===== src/rtl/i2c_router_pkg.sv =====
// Shared definitions for the I2C bus router: FSM state encoding and bus-condition
// codes, plus the START/STOP classifier used by the bus monitor.
package i2c_router_pkg;

    typedef logic [1:0] router_state_t;

    localparam router_state_t ST_CONNECTED = 2'd0;
    localparam router_state_t ST_DRAIN     = 2'd1;
    localparam router_state_t ST_SETTLE    = 2'd2;

    typedef logic [1:0] bus_cond_t;

    localparam bus_cond_t COND_NONE  = 2'd0;
    localparam bus_cond_t COND_START = 2'd1;
    localparam bus_cond_t COND_STOP  = 2'd2;

    // SDA may only change while SCL is high at a START or STOP.
    function automatic bus_cond_t bus_cond(
        input logic scl_prev,
        input logic sda_prev,
        input logic scl,
        input logic sda
    );
        bus_cond_t cond;
        cond = COND_NONE;
        if (scl_prev && scl) begin
            if (sda_prev && !sda) begin
                cond = COND_START;
            end else if (!sda_prev && sda) begin
                cond = COND_STOP;
            end
        end
        return cond;
    endfunction

endpackage


===== src/rtl/i2c_bus_monitor.sv =====
// Tracks whether the selected I2C bus is inside a transaction, from synchronised
// line samples: START sets busy, STOP or a long all-high quiet period clears it.
module i2c_bus_monitor
    import i2c_router_pkg::*;
#(
    parameter int IdleCycles = 1000
) (
    input  logic clk_i,
    input  logic rst_i,
    input  logic clr_i,
    input  logic scl_i,
    input  logic sda_i,
    input  logic hostlow_i,
    output logic busy_o
);

    localparam int IdleW = $clog2(IdleCycles + 1);
    localparam logic [IdleW-1:0] IdleMax = IdleW'(IdleCycles);

    logic             scl_prev_q, scl_prev_d;
    logic             sda_prev_q, sda_prev_d;
    logic             busy_q, busy_d;
    logic [IdleW-1:0] idle_cnt_q, idle_cnt_d;
    bus_cond_t        cond;
    logic             quiet;

    always_comb begin
        cond       = bus_cond(scl_prev_q, sda_prev_q, scl_i, sda_i);
        quiet      = scl_i && sda_i && !hostlow_i;
        scl_prev_d = scl_i;
        sda_prev_d = sda_i;

        idle_cnt_d = '0;
        if (quiet && !clr_i) begin
            idle_cnt_d = (idle_cnt_q == IdleMax) ? idle_cnt_q : idle_cnt_q + IdleW'(1);
        end

        // A missing STOP (host reset, aborted master) must not pin the bus busy forever.
        busy_d = busy_q;
        if (clr_i) begin
            busy_d = 1'b0;
        end else if (cond == COND_START) begin
            busy_d = 1'b1;
        end else if (cond == COND_STOP || idle_cnt_d == IdleMax) begin
            busy_d = 1'b0;
        end
    end

    always_ff @(posedge clk_i) begin
        if (rst_i) begin
            scl_prev_q <= 1'b1;
            sda_prev_q <= 1'b1;
            busy_q     <= 1'b0;
            idle_cnt_q <= '0;
        end else begin
            scl_prev_q <= scl_prev_d;
            sda_prev_q <= sda_prev_d;
            busy_q     <= busy_d;
            idle_cnt_q <= idle_cnt_d;
        end
    end

    assign busy_o = busy_q;

endmodule


===== src/rtl/i2c_bus_router.sv =====
// Run-time router of one I2C host onto one of NumPorts physical buses; switches only
// when the bus is idle, with an all-released settle gap. Optional: I2C_ROUTER_MIRROR_EN.
module i2c_bus_router
    import i2c_router_pkg::*;
#(
    parameter int NumPorts     = 4,
    parameter int PortW        = $clog2(NumPorts),
    parameter int DefaultPort  = 0,
    parameter int IdleCycles   = 1000,
    parameter int SettleCycles = 16
) (
    input  logic                clk_sys_i,
    input  logic                rst_sys_i,
    input  logic                sel_valid_i,
    input  logic [PortW-1:0]    sel_port_i,
    output logic                sel_ready_o,
    output logic                sel_err_o,
    output logic [PortW-1:0]    cur_port_o,
    output logic                switching_o,
    output logic                bus_busy_o,
`ifdef I2C_ROUTER_MIRROR_EN
    output logic                mirror_scl_o,
    output logic                mirror_sda_o,
`endif
    input  logic                ctl_scl_i,
    input  logic                ctl_sda_i,
    input  logic                ctl_scl_en_i,
    input  logic                ctl_sda_en_i,
    output logic                ctl_scl_o,
    output logic                ctl_sda_o,
    input  logic [NumPorts-1:0] port_scl_i,
    input  logic [NumPorts-1:0] port_sda_i,
    output logic [NumPorts-1:0] port_scl_o,
    output logic [NumPorts-1:0] port_sda_o,
    output logic [NumPorts-1:0] port_scl_en_o,
    output logic [NumPorts-1:0] port_sda_en_o
);

    // Handshake: a request transfers on a clock edge where sel_valid_i && sel_ready_o;
    // sel_port_i is sampled only then, and sel_ready_o is high only while CONNECTED.

    localparam int SetW = $clog2(SettleCycles + 1);
    localparam logic [PortW:0]   PortLimit   = (PortW + 1)'(NumPorts);
    localparam logic [PortW-1:0] PortDefault = PortW'(DefaultPort);
    localparam logic [SetW-1:0]  SettleLoad  = SetW'(SettleCycles - 1);

    logic [NumPorts-1:0] scl_s1_q, scl_s1_d, scl_s2_q, scl_s2_d;
    logic [NumPorts-1:0] sda_s1_q, sda_s1_d, sda_s2_q, sda_s2_d;
    router_state_t       state_q, state_d;
    logic [PortW-1:0]    cur_port_q, cur_port_d;
    logic [PortW-1:0]    target_q, target_d;
    logic [SetW-1:0]     settle_cnt_q, settle_cnt_d;
    logic                armed_q, armed_d;
    logic                err_q, err_d;

    logic hostlow;
    logic sel_scl, sel_sda;
    logic transfer;
    logic drain_done;
    logic in_settle;
    logic busy;

    assign hostlow    = (ctl_scl_en_i && !ctl_scl_i) || (ctl_sda_en_i && !ctl_sda_i);
    assign sel_scl    = scl_s2_q[cur_port_q];
    assign sel_sda    = sda_s2_q[cur_port_q];
    assign in_settle  = (state_q == ST_SETTLE);
    assign transfer   = sel_valid_i && sel_ready_o;
    // One DRAIN cycle of dwell lets the monitor see the latest sample before release.
    assign drain_done = (state_q == ST_DRAIN) && armed_q && !busy && !hostlow;

    i2c_bus_monitor #(
        .IdleCycles(IdleCycles)
    ) u_monitor (
        .clk_i    (clk_sys_i),
        .rst_i    (rst_sys_i),
        .clr_i    (drain_done),
        .scl_i    (sel_scl),
        .sda_i    (sda_s2_q[cur_port_q]),
        .hostlow_i(hostlow),
        .busy_o   (busy)
    );

    always_comb begin
        scl_s1_d = port_scl_i;
        sda_s1_d = port_sda_i;
        scl_s2_d = scl_s1_q;
        sda_s2_d = sda_s1_q;

        state_d      = state_q;
        cur_port_d   = cur_port_q;
        target_d     = target_q;
        settle_cnt_d = settle_cnt_q;
        armed_d      = 1'b0;
        err_d        = 1'b0;

        case (state_q)
            ST_CONNECTED: begin
                if (transfer) begin
                    if ({1'b0, sel_port_i} >= PortLimit) begin
                        err_d = 1'b1;
                    end else if (sel_port_i != cur_port_q) begin
                        target_d = sel_port_i;
                        state_d  = ST_DRAIN;
                    end
                end
            end
            ST_DRAIN: begin
                armed_d = 1'b1;
                if (drain_done) begin
                    state_d      = ST_SETTLE;
                    settle_cnt_d = SettleLoad;
                end
            end
            ST_SETTLE: begin
                if (settle_cnt_q == '0) begin
                    cur_port_d = target_q;
                    state_d    = ST_CONNECTED;
                end else begin
                    settle_cnt_d = settle_cnt_q - SetW'(1);
                end
            end
            default: begin
                state_d = ST_CONNECTED;
            end
        endcase
    end

    always_ff @(posedge clk_sys_i) begin
        if (rst_sys_i) begin
            scl_s1_q     <= '1;
            scl_s2_q     <= '1;
            sda_s1_q     <= '1;
            sda_s2_q     <= '1;
            state_q      <= ST_CONNECTED;
            cur_port_q   <= PortDefault;
            target_q     <= PortDefault;
            settle_cnt_q <= '0;
            armed_q      <= 1'b0;
            err_q        <= 1'b0;
        end else begin
            scl_s1_q     <= scl_s1_d;
            scl_s2_q     <= scl_s2_d;
            sda_s1_q     <= sda_s1_d;
            sda_s2_q     <= sda_s2_d;
            state_q      <= state_d;
            cur_port_q   <= cur_port_d;
            target_q     <= target_d;
            settle_cnt_q <= settle_cnt_d;
            armed_q      <= armed_d;
            err_q        <= err_d;
        end
    end

    // Pads are driven with zero latency so the host's own timing reaches the bus intact.
    always_comb begin
        port_scl_en_o = '0;
        port_sda_en_o = '0;
        for (int i = 0; i < NumPorts; i++) begin
            port_scl_en_o[i] = ctl_scl_en_i && (PortW'(i) == cur_port_q) && !in_settle;
            port_sda_en_o[i] = ctl_sda_en_i && (PortW'(i) == cur_port_q) && !in_settle;
        end
    end

    assign port_scl_o  = {NumPorts{ctl_scl_i}};
    assign port_sda_o  = {NumPorts{ctl_sda_i}};
    assign ctl_scl_o   = in_settle ? 1'b1 : sel_scl;
    assign ctl_sda_o   = in_settle ? 1'b1 : sel_sda;
    assign sel_ready_o = (state_q == ST_CONNECTED);
    assign sel_err_o   = err_q;
    assign cur_port_o  = cur_port_q;
    assign switching_o = (state_q != ST_CONNECTED);
    assign bus_busy_o  = busy;

`ifdef I2C_ROUTER_MIRROR_EN
    logic mirror_scl_q, mirror_scl_d;
    logic mirror_sda_q, mirror_sda_d;

    always_comb begin
        mirror_scl_d = (state_d == ST_SETTLE) ? 1'b1 : sel_scl;
        mirror_sda_d = (state_d == ST_SETTLE) ? 1'b1 : sel_sda;
    end

    always_ff @(posedge clk_sys_i) begin
        if (rst_sys_i) begin
            mirror_scl_q <= 1'b1;
            mirror_sda_q <= 1'b1;
        end else begin
            mirror_scl_q <= mirror_scl_d;
            mirror_sda_q <= mirror_sda_d;
        end
    end

    assign mirror_scl_o = mirror_scl_q;
    assign mirror_sda_o = mirror_sda_q;
`endif

endmodule


===== config.mk =====
export PLATFORM = sky130hd
export DESIGN_NAME = i2c_bus_router
export DESIGN_NICKNAME = d
export VERILOG_FILES = /design/src/rtl/i2c_router_pkg.sv /design/src/rtl/i2c_bus_monitor.sv /design/src/rtl/i2c_bus_router.sv
export SDC_FILE = /design/constraint.sdc
export NUM_CORES = 1
export LEC_CHECK = 0
export BUFFER_PORTS_ARGS = -buffer_cell sky130_fd_sc_hd__clkbuf_2
export CAP_MARGIN = 30
export CORE_MARGIN = 4
export CORE_UTILIZATION = 52
export DETAILED_ROUTE_END_ITERATION = 10
export PLACE_DENSITY = 0.76
export RECOVER_POWER = 50
export SETUP_SLACK_MARGIN = 0.15
export SLEW_MARGIN = 20
export SYNTH_ARGS = -nofsm -noshare
export SYNTH_HDL_FRONTEND = slang
export SYNTH_SLANG_ARGS = --single-unit

===== constraint.sdc =====
create_clock -name clk_sys_i -period 2.3 [get_ports clk_sys_i]
set_clock_uncertainty 0.05 [all_clocks]
set_input_delay 0.23 -clock clk_sys_i [delete_from_list [all_inputs] [get_ports clk_sys_i]]
set_output_delay 0.23 -clock clk_sys_i [all_outputs]
set_load 0.005 [all_outputs]

==> out/metrics.cfg <==
[status]
outcome=finished clean

[timing]
slew_headroom_pct=26.0
hold_ws_ns=0.0611
worst_slack_ns=0.288
setup_tns_ns=0
period_share_pct=87.5
worst_pin_slew_ns=1.11
period_minus_slack_ns=2.01
grt_setup_unrepaired=no
finalSetupViolCount=0
finalMaxSlewViolations=0
hold_viol_final=0
fmax_mhz=497

[routing]
wire_per_inst_um=11.7
vias=1497
drc=0
via_per_inst=5.13
routed_wl_um=3420
drtIter0Drc=89
antenna_left=0
drt_pass1_iterations=4

[clock_tree]
cts_tree=built
cts.path.max_buffers=2
cts-htree-levels=2
clock-root-buffer=clkbuf_8
post_cts_buffers=0
cts_sinks=41
numCtsBuffers=5
clkTransAtPathRegs_ns=0.08
clock_latency_ns=0.29

[finish]
stdcell_count=292
layout_commonest_cell=dfxtp_1
diodes=0
final_nets=264
final_area_mm2=0.00220
register_area_um2=822
layout_common_cells=dfxtp_1 (40), clkbuf_2 (34), nor2_1 (25)
layout-drive-gt1-share_pct=30.3
final_core_util_pct=60.2
area_growth_pct=12.6
multi_input_area_um2=992
fill_cells=331

[logic_synthesis]
synth_flop_cell=dfxtp_1
synth_top_family_by_area=simple AND/OR/NAND/NOR gates
syn-cell-area_mm2=0.00196
synthArstFlopShare_pct=0
yosys_warnings=0
yosys.area_share.simple_pct=29.9
synthAdderAreaFrac_pct=2.56
synth_compound_area_share_pct=7.92
synth_edf_count=0
postSynthAreaPerCell_um2=9.11
yosysUniqueCellTypes=45
yosys.area_share.xor_xnor_pct=6.26
synth_seq_area_share_pct=41.9
ys_ff_latch=41
syn_inst=215
synth_mux_area_share_pct=3.83
syn_nets=236

[min_path]
hp-class=primary input to flop
holdPathStages=2
hp-start=port_sda_i[0]
holdPathEnd=sda_s1_q[0]$_SDFF_PP1_

[worst_setup_path]
crit_path_cell_trace=mux4_2 > or2_2 > clkbuf_2
crit_arrival_ns=1.73
cp_top_family=multiplexers
end_kind=output port
r2r_end=u_monitor.busy_o$_SDFFE_PP0P_
crit_required_ns=2.02
crit_type=flop to output port
path_buf_inv=1
r2r_start=u_monitor.idle_cnt_q[0]$_SDFF_PP0_
start_kind=flop
worstRegToRegCells=7
r2r_slack_ns=0.46
critPathSlowestCell=mux4_2
crit_fanout=9
max_stage_delay_ns=0.57

[floorplanning]
start_util_pct=53.5
io_pins=41
coreArea_mm2=0.00366
die_x_um=69.4
row_count=22
fp.dieH_um=69.4
die-area_mm2=0.00481

[grt]
grt_antenna_before_repair=0
grt_util_all_layers_pct=15.6
grt_pass1_wl_um=6030
grt_max_degree=33
grt_pass1_vias=1376
overflow=0

[placed_design]
globalplace.congestion=0.843
io_buffers=39
dp_hpwl_um=2530
dpl_cell_area_mm2=0.00209
place_ws_ns=0.365
post-place-cells=284

[pwr]
p_leak_nw=0.880
power.density_mw_per_mm2=645
peakVddDrop_mv=0.349
finalPower_mw=1.42

[flow_run]
cap_violations=0

## worst reg2reg max path: stages, from the launching register on
cell and delay, ns:
dfxtp_1 0.41, inv_1 0.11, ha_1 0.33, and3b_1 0.24
a21oi_1 0.05, o31ai_1 0.22, nor4b_2 0.22, a211oi_1 0.10
## repair_timing
item | CTS | global route
setup endpoints to repair | 1 | 0
hold buffers | 0 | 0
endpoints found under the hold margin | 0 | 0
gates resized for setup | 1 | 0
## per-layer routing
metal | vias up | part of all wire, % | global-route usage, % | wire (µm)
met4 | 0 | 2.2 | 7.16 | 75
met3 | 6 | 7.1 | 5.36 | 243
li1 | 772 | - | - | -
met2 | 41 | 46 | 25.6 | 1570
met5 | - | 0 | 0 | 0
met1 | 678 | 45 | 18.3 | 1540
## cell families (layout without fill, tap and decap cells)
logic type               Yosys count  after routing
XOR/XNOR                          14             14
other                              1              1
flip-flops                        41             41
buffers and inverters             24             53
adder cells (fa/ha/maj)            4              4
AND/OR/NAND/NOR                  103            103
AO/OA/AOI/OAI                     23             23
multiplexers                       5              5
## final cells by class
type	instances	share of cell area, %
Clock inverter	3	2.10
Inverter	5	0.851
Multi-Input combinational cell	150	45.0
Sequential cell	41	37.3
Clock buffer	5	3.12
Timing Repair Buffer	40	8.91
Tap cell	48	2.72
## how the worst max path moves through the flow
| stage | cells after the start | startpoint | slack (ns) | end |
|---|---|---|---|---|
| after floorplan | 7 | u_monitor.idle_cnt_q[1]$_SDFF_PP0_ | 0.62 | u_monitor.busy_o$_SDFFE_PP0P_ |
| final | 3 | cur_port_o[0]$_SDFFE_PP0P_ | 0.29 | ctl_sda_o |
| after global placement | 4 | cur_port_o[0]$_SDFFE_PP0P_ | 0.43 | u_monitor.idle_cnt_q[6]$_SDFF_PP0_ |
| after global routing | 3 | cur_port_o[0]$_SDFFE_PP0P_ | 0.22 | ctl_sda_o |
| after CTS | 3 | cur_port_o[0]$_SDFFE_PP0P_ | 0.27 | ctl_sda_o |
| after detailed placement | 4 | cur_port_o[0]$_SDFFE_PP0P_ | 0.36 | u_monitor.idle_cnt_q[0]$_SDFF_PP0_ |
## synth_stat cells (3+ instances only)
library cell | n | share of area [%]
nor2_1 | 25 | 4.8
a21oi_1 | 8 | 2.0
or2_2 | 20 | 6.4
xor2_1 | 11 | 4.9
and3_1 | 4 | 1.3
nor3_1 | 8 | 2.0
clkbuf_1 | 5 | 0.96
mux2i_1 | 3 | 1.5
ha_1 | 4 | 2.6
buf_4 | 10 | 3.8
nand3_1 | 7 | 1.8
nand2_1 | 14 | 2.7
xnor2_1 | 3 | 1.3
inv_1 | 5 | 0.96
dfxtp_1 | 41 | 42
nand2b_1 | 3 | 0.96
nor2b_1 | 4 | 1.3
a211oi_1 | 3 | 1.2
## power by group
| group | internal, mW | switching (mW) | total (mW) |
|---|---|---|---|
| logic | 0.0525 | 0.0537 | 0.106 |
| clock network | 0.324 | 0.246 | 0.570 |
| registers | 0.733 | 0.0121 | 0.745 |
| total | 1.11 | 0.312 | 1.42 |
## flip-flops by register name (all words and copies together) (netlist names)
register              count
cur_port_o                2
u_monitor.sda_prev_q      1
scl_s1_q                  4
u_monitor.idle_cnt_q     10
armed_q                   1
settle_cnt_q              5
u_monitor.busy_o          1
u_monitor.scl_prev_q      1
sda_s2_q                  4
scl_s2_q                  4
sda_s1_q                  4
state_q                   2
target_q                  2
Note: power is estimated with default switching activity, not from simulation.
